## src/rtl/dma_ahb_master.sv

```systemverilog
`default_nettype none
// ============================================================================
//  Module      : dma_ahb_master
//  Description : AHB-Lite master port of the DMA engine. Accepts one rd/wr
//                command pulse at a time, runs one SINGLE 32-bit NONSEQ
//                transfer, and returns a one-cycle rd_en (with rdata) or
//                wr_ack pulse. Keeps sticky error status and the address of
//                the first bus error / timeout.
//  Ports       : clk, rst (sync, active-high)
//                rd, wr, addr, wdata          - command side
//                rdata, rd_en, wr_ack, busy   - completion side
//                err_status, err_addr, err_clr- error status for register block
//                haddr, htrans, hwrite, hsize, hburst, hprot, hwdata,
//                hrdata, hready, hresp        - AHB-Lite master
//  Config      : define DMA_AHB_TIMEOUT_EN to enable the wait-state timeout
//                (TIMEOUT_CYC cycles, TO_W-bit counter). Undefined: the block
//                waits indefinitely and err_status[3] stays 0.
//  Revision    : 1.0 - initial release
// ============================================================================
module dma_ahb_master #(
    parameter int TIMEOUT_CYC = 256,
    parameter int TO_W        = 9
) (
    input  logic        clk,
    input  logic        rst,
    input  logic        rd,
    input  logic        wr,
    input  logic [31:0] addr,
    input  logic [31:0] wdata,
    output logic [31:0] rdata,
    output logic        rd_en,
    output logic        wr_ack,
    output logic        busy,
    output logic [3:0]  err_status,
    output logic [31:0] err_addr,
    input  logic        err_clr,
    output logic [31:0] haddr,
    output logic [1:0]  htrans,
    output logic        hwrite,
    output logic [2:0]  hsize,
    output logic [2:0]  hburst,
    output logic [3:0]  hprot,
    output logic [31:0] hwdata,
    input  logic [31:0] hrdata,
    input  logic        hready,
    input  logic        hresp
);

    localparam logic [1:0] c_st_idle = 2'd0;
    localparam logic [1:0] c_st_addr = 2'd1;
    localparam logic [1:0] c_st_data = 2'd2;
    localparam logic [1:0] c_st_done = 2'd3;

    localparam logic [1:0] c_htrans_idle   = 2'b00;
    localparam logic [1:0] c_htrans_nonseq = 2'b10;

    // The counter must be able to represent TIMEOUT_CYC.
    generate
        if ((1 << TO_W) <= TIMEOUT_CYC) begin : g_param_check
            $error("dma_ahb_master: TO_W too small for TIMEOUT_CYC");
        end
    endgenerate

    logic [1:0]  r_state;
    logic [31:0] r_cmd_addr;
    logic [31:0] r_cmd_wdata;
    logic        r_cmd_wr;

    logic        w_capture;
    logic        w_collision;
    logic        w_overrun;
    logic        w_bus_err;
    logic        w_timeout;
    logic        w_xfer_done;
    logic        w_err_addr_ld;
    logic [3:0]  w_err_set;

    assign w_capture   = (rd || wr) && (r_state == c_st_idle);
    assign w_collision = rd && wr && (r_state == c_st_idle);
    assign w_overrun   = (rd || wr) && (r_state != c_st_idle);
    assign w_bus_err   = (r_state == c_st_data) && hready && hresp;

`ifdef DMA_AHB_TIMEOUT_EN
    localparam logic [TO_W-1:0] c_to_last = TO_W'(TIMEOUT_CYC - 1);

    logic [TO_W-1:0] r_to_cnt;
    logic            w_waiting;

    assign w_waiting = ((r_state == c_st_addr) || (r_state == c_st_data)) && !hready;
    // Fires on the edge that would bring the count to TIMEOUT_CYC, so DONE is
    // entered exactly TIMEOUT_CYC stalled cycles after entering ADDR.
    assign w_timeout = w_waiting && (r_to_cnt == c_to_last);

    always_ff @(posedge clk) begin
        if (rst || w_capture) begin
            r_to_cnt <= '0;
        end else if (w_waiting) begin
            r_to_cnt <= r_to_cnt + 1'b1;
        end
    end
`else
    assign w_timeout = 1'b0;
`endif

    assign w_xfer_done = ((r_state == c_st_data) && hready) || w_timeout;

    assign hsize  = 3'b010;
    assign hburst = 3'b000;
    assign hprot  = 4'b0011;

    always_ff @(posedge clk) begin
        if (rst) begin
            r_state     <= c_st_idle;
            r_cmd_addr  <= '0;
            r_cmd_wdata <= '0;
            r_cmd_wr    <= 1'b0;
            htrans      <= c_htrans_idle;
            haddr       <= '0;
            hwrite      <= 1'b0;
            hwdata      <= '0;
            rdata       <= '0;
            rd_en       <= 1'b0;
            wr_ack      <= 1'b0;
            busy        <= 1'b0;
        end else begin
            rd_en  <= 1'b0;
            wr_ack <= 1'b0;
            if (w_xfer_done) begin
                // Normal completion, ERROR completion and timeout all issue
                // the done pulse so the channel controller never stalls.
                r_state <= c_st_done;
                htrans  <= c_htrans_idle;
                rd_en   <= !r_cmd_wr;
                wr_ack  <= r_cmd_wr;
                if (!r_cmd_wr) begin
                    rdata <= (w_bus_err || w_timeout) ? '0 : hrdata;
                end
            end else begin
                case (r_state)
                    c_st_idle: begin
                        if (w_capture) begin
                            // On a collision the read wins.
                            r_state     <= c_st_addr;
                            busy        <= 1'b1;
                            r_cmd_addr  <= addr;
                            r_cmd_wdata <= wdata;
                            r_cmd_wr    <= !rd;
                            htrans      <= c_htrans_nonseq;
                            haddr       <= {addr[31:2], 2'b00};
                            hwrite      <= !rd;
                        end
                    end
                    c_st_addr: begin
                        if (hready) begin
                            r_state <= c_st_data;
                            htrans  <= c_htrans_idle;
                            if (r_cmd_wr) begin
                                hwdata <= r_cmd_wdata;
                            end
                        end
                    end
                    c_st_done: begin
                        busy    <= 1'b0;
                        r_state <= c_st_idle;
                    end
                    default: begin
                    end
                endcase
            end
        end
    end

    // A new error event outranks a simultaneous clear.
    assign w_err_set     = {w_timeout, w_collision, w_overrun, w_bus_err};
    assign w_err_addr_ld = (w_bus_err || w_timeout) &&
                           (err_clr || !(err_status[0] || err_status[3]));

    always_ff @(posedge clk) begin
        if (rst) begin
            err_status <= '0;
            err_addr   <= '0;
        end else begin
            err_status <= (err_clr ? 4'b0000 : err_status) | w_err_set;
            if (w_err_addr_ld) begin
                err_addr <= r_cmd_addr;
            end else if (err_clr) begin
                err_addr <= '0;
            end
        end
    end

endmodule
`default_nettype wire

```

## config.mk

```make
export PLATFORM = sky130hd
export DESIGN_NAME = dma_ahb_master
export DESIGN_NICKNAME = d
export VERILOG_FILES = /design/src/rtl/dma_ahb_master.sv
export SDC_FILE = /design/constraint.sdc
export NUM_CORES = 1
export LEC_CHECK = 0
export CORE_MARGIN = 4
export CORE_UTILIZATION = 48
export DETAILED_ROUTE_END_ITERATION = 10
export GPL_TIMING_DRIVEN = 0
export HOLD_SLACK_MARGIN = 0.06
export PLACE_DENSITY_LB_ADDON = 0.08
export SYNTH_ARGS = -nofsm -noshare
export SYNTH_HDL_FRONTEND = slang
export SYNTH_SLANG_ARGS = --single-unit
```

## constraint.sdc

```tcl
create_clock -name clk -period 2.5 [get_ports clk]
set_input_delay 0.5 -clock clk [delete_from_list [all_inputs] [get_ports clk]]
set_output_delay 0.5 -clock clk [all_outputs]
set_load 0.01 [all_outputs]
```

After elaboration in Yosys (flattened, before gate mapping):

Index checks and enable logic that the tools add are counted.
W data, S select, Z words.

* bits in registers: 202
* output and inout bits: 148

* reduce and logical (&&, ||, !) cells: 27
* bitwise logic cells: 3
* mux-type cells: 13
* eq/ne operators: 7

Operators with widths (count)
* $mux W32: 3
* $reduce_and A3 Y1: 4
* $mux W2: 5
* $reduce_bool A2 Y1: 4
* $logic_and A1 B1 Y1: 7
* $ne A3 B3 Y1 const B: 2
* $pmux W2 S3: 1
* $eq A2 B2 Y1 const B: 2
* $mux W4: 1
* $ne A2 B2 Y1 const B: 2
* $or A4 B3 Y4: 1
* $pmux W2 S2: 1
* $reduce_and A4 Y1: 1
* $reduce_bool A4 Y1: 1
* $reduce_or A2 Y1: 2
* $logic_not A1 Y1: 3
* $logic_or A1 B1 Y1: 3
* $eq A2 B1 Y1 const B: 1
* $logic_not A2 Y1: 1
* $not A1 Y1: 2
* $pmux W1 S2: 1
* $reduce_and A2 Y1: 1
* $mux W1: 1

Depth between registers and ports, before layout:

Gate-level depths: netlist of run 1.

* word-level depth: 5
* gate-level depth with buffers: 6
* mapped depth without buffers: 3

Least setup slack after synthesis of run 1:

OpenSTA, ideal clock, no wires.

* kind: in2reg
* start: in wr
* end: reg err_status[1]
* slack: 0.970 ns
* arrival: 1.402 ns
* cell stages on the path: 6
* path through: or2_2 > clkbuf_1 > buf_2 > buf_2 > a22oi_1 > nor2_1

* longest elaborated chain between the ends: 3

RTL lines
* start: declaration: RTL line 27 `input logic wr,`
* $logic_or A1 B1 Y1: RTL line 80 `assign w_overrun = (rd || wr) && (r_state != c_st_idle);`
* $logic_and A1 B1 Y1: RTL line 80
* $or A4 B3 Y4: RTL line 183 `err_status <= (err_clr ? 4'b0000 : err_status) | w_err_set;`
* end signal: assignment: RTL line 183
* end: declaration: RTL line 34 `output logic [3:0] err_status,`

Every way passes these cells.
A chain may end at the register's enable or synchronous reset.

==> results of run 1 <==
## placed cells by master (no fill, tap or decap), drive strengths merged, types with 2 or more instances in the layout
cell type | synthesis | final
a211oi | 2 | 2
dfxtp | 170 | 170
a22o | 32 | 32
clkinv | 0 | 4
bufinv | 0 | 4
nor3 | 2 | 2
clkbuf | 57 | 80
nor2 | 6 | 6
o21ai | 64 | 64
a21oi | 135 | 135
o311ai | 32 | 32
conb | 2 | 14
clkdlybuf4s50 | 0 | 235
nand3 | 64 | 64
nand2 | 69 | 69
inv | 3 | 3
buf | 69 | 69
or2 | 2 | 2
nand4 | 32 | 32
## registers in the layout, summed over array words and instances, names as in the netlist
name and cells:
busy 1, err_addr 32, err_status 3, htrans 1, hwdata 32, r_cmd_addr 32
r_cmd_wdata 32, r_cmd_wr 1, r_state 2, rd_en 1, rdata 32, wr_ack 1
## power groups by stage
stage               registers (uW)  logic, uW  clock network (uW)
floorplan                     2950        473                   0
global placement              2960        889                   0
detailed placement            2960        898                   0
CTS                           2900        906                2810
global route                  2910        984                2910
finish                        2900        908                2780
## cells by family after synthesis
| logic type | after synthesis |
|---|---|
| AOI/OAI and AO/OA | 267 |
| and+or+nand+nor | 181 |
| DFF | 170 |
| buffers and inverters | 129 |
| other | 2 |
| xor gates and xnor gates | 1 |
| muxes | 1 |
## worst max-delay path by stage
stage	from	end	slack [ns]	depth (start not counted)
after floorplan	wr	err_status[1]	0.97	6
after global placement	wr	r_cmd_addr[11]	0.14	5
after detailed placement	wr	r_cmd_addr[11]	0.08	5
after CTS	r_cmd_wr	hwrite	0.37	1
after global routing	r_cmd_wr	hwrite	0.34	1
final	r_cmd_wr	hwrite	0.40	1
## layer usage
| layer | vias to the layer above | wire, um |
|---|---|---|
| met5 | - | 0 |
| met4 | 0 | 332 |
| met3 | 23 | 1540 |
| met2 | 255 | 10200 |
| met1 | 3053 | 8530 |
| li1 | 3190 | - |
## synth_stat cells
master / number
sky130_fd_sc_hd__dfxtp_1: 170
sky130_fd_sc_hd__a21oi_1: 134
sky130_fd_sc_hd__nand2_1: 69
sky130_fd_sc_hd__nand3_1: 64
sky130_fd_sc_hd__o21ai_0: 61
sky130_fd_sc_hd__clkbuf_1: 57
sky130_fd_sc_hd__buf_4: 47
sky130_fd_sc_hd__a22o_1: 32
sky130_fd_sc_hd__nand4_1: 32
sky130_fd_sc_hd__o311ai_0: 32
sky130_fd_sc_hd__buf_2: 18
sky130_fd_sc_hd__nor2_1: 5
sky130_fd_sc_hd__buf_6: 4
sky130_fd_sc_hd__inv_1: 3
sky130_fd_sc_hd__o21ai_1: 3
sky130_fd_sc_hd__a211oi_1: 2
sky130_fd_sc_hd__conb_1: 2
sky130_fd_sc_hd__nor3_1: 2
sky130_fd_sc_hd__a21oi_4: 1
sky130_fd_sc_hd__a22oi_1: 1
sky130_fd_sc_hd__a32oi_1: 1
sky130_fd_sc_hd__and3b_1: 1
sky130_fd_sc_hd__and4b_1: 1
sky130_fd_sc_hd__mux2_2: 1
sky130_fd_sc_hd__nand2b_1: 1
sky130_fd_sc_hd__nand3b_4: 1
sky130_fd_sc_hd__nand4b_1: 1
sky130_fd_sc_hd__nor2_2: 1
sky130_fd_sc_hd__nor4_4: 1
sky130_fd_sc_hd__or2_1: 1
sky130_fd_sc_hd__or2_2: 1
sky130_fd_sc_hd__xor2_1: 1
## through the flow
step / std cells / hold WS [ns] / util [%] / setup WS, ns
after floorplan: 763 / 0.428 / - / 0.970
after global placement: 1174 / 0.432 / 69.1 / 0.139
after detailed placement: 1174 / 0.438 / 69.1 / 0.0765
after CTS: 1205 / 0.447 / 73.8 / 0.368
after global routing: 1205 / 0.461 / 73.8 / 0.342
final: 1205 / 0.445 / 73.8 / 0.397
## final cells by class
cell class / instances / area (um2)
fillers: 1057 / 3510
flip-flops and latches: 170 / 3400
multi-input cells: 464 / 2570
repair buffers: 235 / 2350
plain buffers: 126 / 702
clock buffers: 23 / 488
well taps: 176 / 220
clock inverters: 8 / 140
inverters: 3 / 11.3
==> results by stage, run 1 <==
Status:
- The run finished with clean final reports.

Die:
- The number of placement rows is 42.
- For this design the top-level I/O count stands at 251.
- The height of the die is 126 um.
- The initial utilization of the core area, before any placement, comes to 49.6%.
- The floorplan step defined a die boundary enclosing 0.0158 mm2.
- Measured along the x axis, the die boundary spans 126 um.
- The floorplan step defined a core boundary enclosing 0.0134 mm2.

Critical path:
- Data on the critical path is required at its endpoint by 2.00 ns.
- The arrival time reported for the critical path endpoint is 1.60 ns.
- The number of cells on the worst reg-to-reg path is 6.
- The type of element capturing the critical path is a primary output.
- Counting both buffers and inverters, the worst setup path holds a total of 1.
- Among all stages on the critical path, the largest delay is contributed by sky130_fd_sc_hd__clkdlybuf4s50_1.
- The maximum single-stage delay on the critical path is 0.64 ns.
- The kind of start point of the critical path is a flip-flop.
- The worst flop-to-flop path startpoint is r_state[1].
- Along the worst path, the maximum fanout reaches 7.
- The critical path goes through clkdlybuf4s50_1.
- For flop-to-flop paths, the worst setup slack is 0.86 ns.
- The type of the worst setup path is reg -> out.
- In this design, the largest share of critical-path delay is due to buffers and inverters.
- The end of the worst register-to-register path is r_cmd_wdata[29].

Synth:
- The count of unique library cells instantiated by Yosys is 32.
- The number of cells produced by synthesis is 751.
- Of the synthesized area, sequential elements account for 51.2%.
- The per-instance average area after synthesis is 8.85 um2.
- The cell area that synthesis handed to floorplanning was 0.00665 mm2.
- The largest family of logic cells by synthesized area is compound AO/OA/AOI/OAI gates.
- The synthesized design contains 170 register bits.
- During synthesis, Yosys emitted a total of 0 warnings.
- Summing the areas of all and, or, nand and nor instances in the mapped netlist gives 13.6% of the synthesized area.
- The post-synthesis share of cell area spent on full adders, half adders and majority gates is 0%.
- Of the post-synthesis cell area, the dominant cell type holds 51.2%.
- The xor/xnor cell area share of the yosys netlist is 0.132%.
- The cell taking the most area after synthesis is sky130_fd_sc_hd__dfxtp_1.
- Yosys attributes the largest share of cell area to sky130_fd_sc_hd__dfxtp_1 51%, sky130_fd_sc_hd__a21oi_1 10%, sky130_fd_sc_hd__buf_4 5.3%, sky130_fd_sc_hd__nand3_1 4.8%, sky130_fd_sc_hd__o21ai_0 4.6%.
- The synthesized netlist devotes 24.1% of its cell area to compound gates.
- The portion of netlist area occupied by mux cells is 0.169%.

Global routing:
- The routing usage on met3 is 6.05%.
- The remaining global-route overflow is 0.
- Entering global routing, the biggest net connects 17 pins.
- Global routing used 25.0% of the available tracks.
- For this run, global-route usage on met2 was measured as 41.9%.
- The first-pass GRT wire length is 32000 um.
- The via count of the first global-routing pass is 6067.
- The global routing stage identified its most utilized layer as met2.
- For met1 alone, demand over resource in global routing was 32.2%.
- The number of antenna violations at the first check in global routing is 0.

Hold path:
- The startpoint of the lowest-slack hold path is r_cmd_wdata[8].
- In this run the worst hold path is classified as reg -> reg.
- Along the worst hold path, the cell count comes to 2.
- The endpoint with the worst hold slack is hwdata[8].

Cells and area:
- The share of final-layout standard cells stronger than drive strength 1 is 10.1%.
- The number of antenna repair diodes is 0.
- The area growth from synthesis to layout is 48.8%.
- The final net count is 1120.
- After routing the design area is 0.00989 mm2.

Clocking:
- The clock tree buffer depth is 2.
- The quantity of hold-fixing buffers added after cts is 0.
- The post-CTS clock slew at the launch and capture registers of the worst setup and hold paths is 0.06 ns.
- The total clock buffers created by CTS is 17.
- Gates resized during post-CTS repair numbered 0.
- The clock latency reported for the late side of the worst-skew pair is 0.42 ns.
- The number of setup buffers added after CTS is 0.
- The TritonCTS clock tree is built.
- The H-tree depth is 4.
- The tree is rooted in a sky130_fd_sc_hd__clkbuf_16.
- The number of sinks on the clock net is 170.

Job:
- The max capacitance violation total is 0.

STA:
- Setup violations remaining at the end of the flow were counted as 0.
- Setup repair after global routing left no endpoint under its margin.
- Measured against its own limit, the worst slew margin works out to 46.7%.
- The final hold violation count is 0.
- The peak clock frequency supported by timing is 475 MHz.
- The worst path uses 84.1% of the clock period.
- The final max-slew violation count is 0.
- The routed design could run at a clock period as short as 2.10 ns.
- The slew of the pin with the lowest slew margin is 0.796 ns.
- Across the routed clock network, the largest skew measured is 0.00411 ns.
- The post-route setup TNS is 0 ns.

Routing:
- After detailed routing, the number of remaining DRC violations is 0.
- The ratio of routed vias to standard cells is 5.41.
- In the final routed layout, each cell accounts on average for 17.1 um.
- For this block, the initial DRC count from the detailed router was 600.
- The total detailed-routing wirelength is 20600 um.
- The number of optimization iterations in the first detailed-route pass is 5.
- The final antenna-violating net count is 0.
- Summing over every cut layer, the via total after detailed routing is 6521.

Power and ir drop:
- The clock network fraction of design power is 42.2%.
- The net switching power figure is 1540 uW.
- The static leakage power is 0.00359 uW.
- VDD sags by at most 0.000463 V.
- The total chip power is 6590 uW.
- Of the total power, the share spent switching nets is 23.4%.
- The internal portion of the total power is 5050 uW.
- For this design the ratio of total power to cell area is 667 mW/mm2.
- The share of power burned in combinational logic is 13.8%.
- The sequential power share is 44.0%.

Place:
- The number of port buffers is 235.
- Routability-driven placement finished with a final weighted congestion of 0.852.
- The post-placement cell area is 0.00926 mm2.
- The placed wire-length estimate is 15000 um.
(Power assumes the default switching activity.)
==> run 2, diff against run 1 <==
CORE_UTILIZATION = 44   (was 48)
clock period = 2.1 ns   (was 2.5 ns; I/O delays follow)
==> run 2 against run 1 <==
Net effect: non-clock buffer count stayed put; critical path depth is 4 higher; worst hold slack worse by 0.078 ns; final cell count is 0.75% higher; final area is 0.46% higher.
==> results by stage, run 2 (synthesized netlist as in run 1, its figures left out) <==
Global routing:
- The via count of the first global-routing pass is 5978.
- The number of antenna violations at the first check in global routing came to 1.
- The total global routing track utilization is 23.1%.
- The first global-routing pass estimated 30800 um of wire.
- Entering global routing, the biggest net connects 17 pins.
- Global routing finished with a remaining overflow of 0.

Power and ir drop:
- Of the total power, the share spent switching nets is 23.8%.
- For this design the total switching power over the nets is 1910 uW.
- The power per unit of standard cell area is 807 mW/mm2.
- The share of power burned in combinational logic is 13.5%.
- The sequential power share is 43.1%.
- Per report_power, the clock group accounts for 43.5% of the total.
- The static leakage power is 0.00359 uW.
- The worst-case IR drop observed on VDD is 0.000580 V.
- The internal power of the cells is 6110 uW.

Clocking:
- No sink is reached through more buffers than the 2 on the longest clock path.
- The clock latency reported for the late side of the worst-skew pair is 0.42 ns.
- The post-CTS clock slew at the launch and capture registers of the worst setup and hold paths is 0.06 ns.
- The total clock buffers created by CTS is 17.
- The TritonCTS clock tree is built.
- In this run the number of H-tree levels came out at 4.
- The tree is rooted in a sky130_fd_sc_hd__clkbuf_16.
- The number of sinks on the clock net is 170.
- The quantity of hold-fixing buffers added after cts is 0.

Cells and area:
- In the final layout, the multi-input gates occupy 0.00257 mm2.
- In the final design database the tool counted 1120 nets.
- The commonest non-fill, non-tap cell in the layout is sky130_fd_sc_hd__clkdlybuf4s50_1.
- Cells with a size suffix above 1 make up 10.4% of the layout.
- Counting the fill cells in the layout gives 1249.
- The post-layout utilization of the core is 67.8%.
- The number of antenna repair diodes is 0.
- The top cell types in the final layout, fill and taps aside, are 235 x sky130_fd_sc_hd__clkdlybuf4s50_1, 169 x sky130_fd_sc_hd__dfxtp_1, 134 x sky130_fd_sc_hd__a21oi_1.
- The area of all sequential standard cells is 0.00340 mm2.
- The number of non-filler instances in the completed layout is 1214.
- From synthesis to final layout, the design area changed by 49.5%.

Die:
- The number of placement rows is 44.
- 251 I/O pins were placed.
- In this run the standard cell core region covers 0.0146 mm2.
- The die boundary width is 131 um.
- The area enclosed by the die boundary is 0.0171 mm2.
- The initial utilization of the core area, before any placement, comes to 45.4%.
- The height of the die is 131 um.

Place:
- The number of cells after detailed placement is 1182.
- Routability-driven placement finished with a final weighted congestion of 0.797.
- The placed wire-length estimate is 15200 um.
- In this run the tool buffered the top-level ports with 235 buffer cells.

Routing:
- The total detailed-routing wirelength is 20700 um.
- Dividing the detail-routed wire length by the instance count gives 17.0 um.
- The ratio of routed vias to standard cells is 5.34.
- The detailed router's first-iteration violation count is 483.
- The residual DRC count is 0.
- The number of vias after detailed routing is 6477.
- Once detail routing completed, the nets flagged for antenna violations numbered 0.
- The number of optimization iterations in the first detailed-route pass is 5.

Hold path:
- The hold path depth is 3.
- The path class of the tightest hold or removal check is in -> reg.

Critical path:
- The worst setup path is of the in -> reg kind.
- The biggest fanout along the worst timing path is 10.
- For the worst setup path, the data arrival time is 2.33 ns.
- The path depth of the worst reg2reg path is 6.
- For this run, the slowest stage of the critical path takes 0.70 ns.
- The register-to-register setup slack is 0.41 ns.
- The worst setup path is captured at a flip-flop.
- Walking the worst path, the cells encountered are clkdlybuf4s50_1, nor2_1, clkbuf_1, o21ai_0, a21oi_1.
- The required arrival time at the worst endpoint is 2.44 ns.
- The cell at the slowest stage of the critical path is sky130_fd_sc_hd__nor2_1.
- STA classifies the critical path startpoint as an input port.

STA:
- The final hold violation count is 0.
- At the pin with the least slew margin, the transition time is 0.878 ns.
- The number of setup violations in the final report is 0.
- For the finished layout, the period the worst path requires is 1.99 ns.
- The final period utilization is 94.7%.
- The maximum clock skew at final layout is 0.00731 ns.
- The peak clock frequency supported by timing is 503 MHz.
- The final max-slew violation count is 0.
- Setup repair after global routing left no endpoint under its margin.
- Headroom to the max-slew limit came out at 41.2%.
- The post-route setup TNS is 0 ns.

Status:
- The run finished with clean final reports.

Job:
- Max-cap violations in this run came to 0.
-- run 2: changes by cell type in the layout (fill, tap and decap cells not counted) --
cell / delta
sky130_fd_sc_hd__clkbuf_8: -1
sky130_fd_sc_hd__clkbuf_1: -1
sky130_fd_sc_hd__bufinv_16: +1
sky130_fd_sc_hd__clkinv_4: +1
sky130_fd_sc_hd__dfxtp_1: -1
sky130_fd_sc_hd__clkinv_2: -2
sky130_fd_sc_hd__dfxtp_2: +1
sky130_fd_sc_hd__clkinvlp_4: +3
-- run 2: power groups by stage --
stage / registers, uW / logic (uW) / clock network, uW
floorplan: 3510 / 563 / 0
global placement: 3520 / 1070 / 0
detailed placement: 3520 / 1080 / 0
CTS: 3450 / 1080 / 3520
global route: 3470 / 1180 / 3660
finish: 3450 / 1080 / 3480
-- run 2: worst paths after layout --
kind,from,endpoint
max,wr,r_cmd_wdata[14]
min,hresp,err_addr[0]
max reg2reg,r_state[0],r_state[0]
min reg2reg,r_cmd_wdata[28],hwdata[28]
-- run 2: per-stage QoR --
step	total power, uW	worst slack, ns	hold WS (ns)	area [um2]
after floorplan	4070	0.650	0.428	6690
final	8020	0.112	0.367	9940
after detailed placement	4600	-0.225	0.441	9270
after global routing	8300	0.0299	0.387	9940
after CTS	8060	0.0249	0.353	9930
after global placement	4580	-0.219	0.433	9270
-- run 2: timing repair --
item	CTS	global route
buffers inserted	0	0
setup endpoints to repair	0	1
gates resized for setup	0	1
-- run 2: per-layer routing --
| layer | global-route usage, % | vias to the layer above | share of wire [%] |
|---|---|---|---|
| met5 | 0 | - | 0.063 |
| met4 | 7.56 | 2 | 1.8 |
| met3 | 7.03 | 30 | 8.1 |
| met2 | 37.6 | 230 | 48 |
| met1 | 29.3 | 3022 | 42 |
| li1 | - | 3193 | - |
-- run 2: cell type report --
class / count / area share (%)
Buffer: 126 / 7.06
Clock buffer: 21 / 4.73
Clock inverter: 11 / 1.93
Inverter: 3 / 0.113
Multi-Input combinational cell: 464 / 25.9
Sequential cell: 170 / 34.3
Tap cell: 184 / 2.32
Timing Repair Buffer: 235 / 23.7
-- run 2: critical path, delay by kind of cell --
kind                   cells  cell delay, ns
buffers and inverters      2            0.87
and+or+nand+nor            1            0.70
AOI/OAI and AO/OA          2            0.33
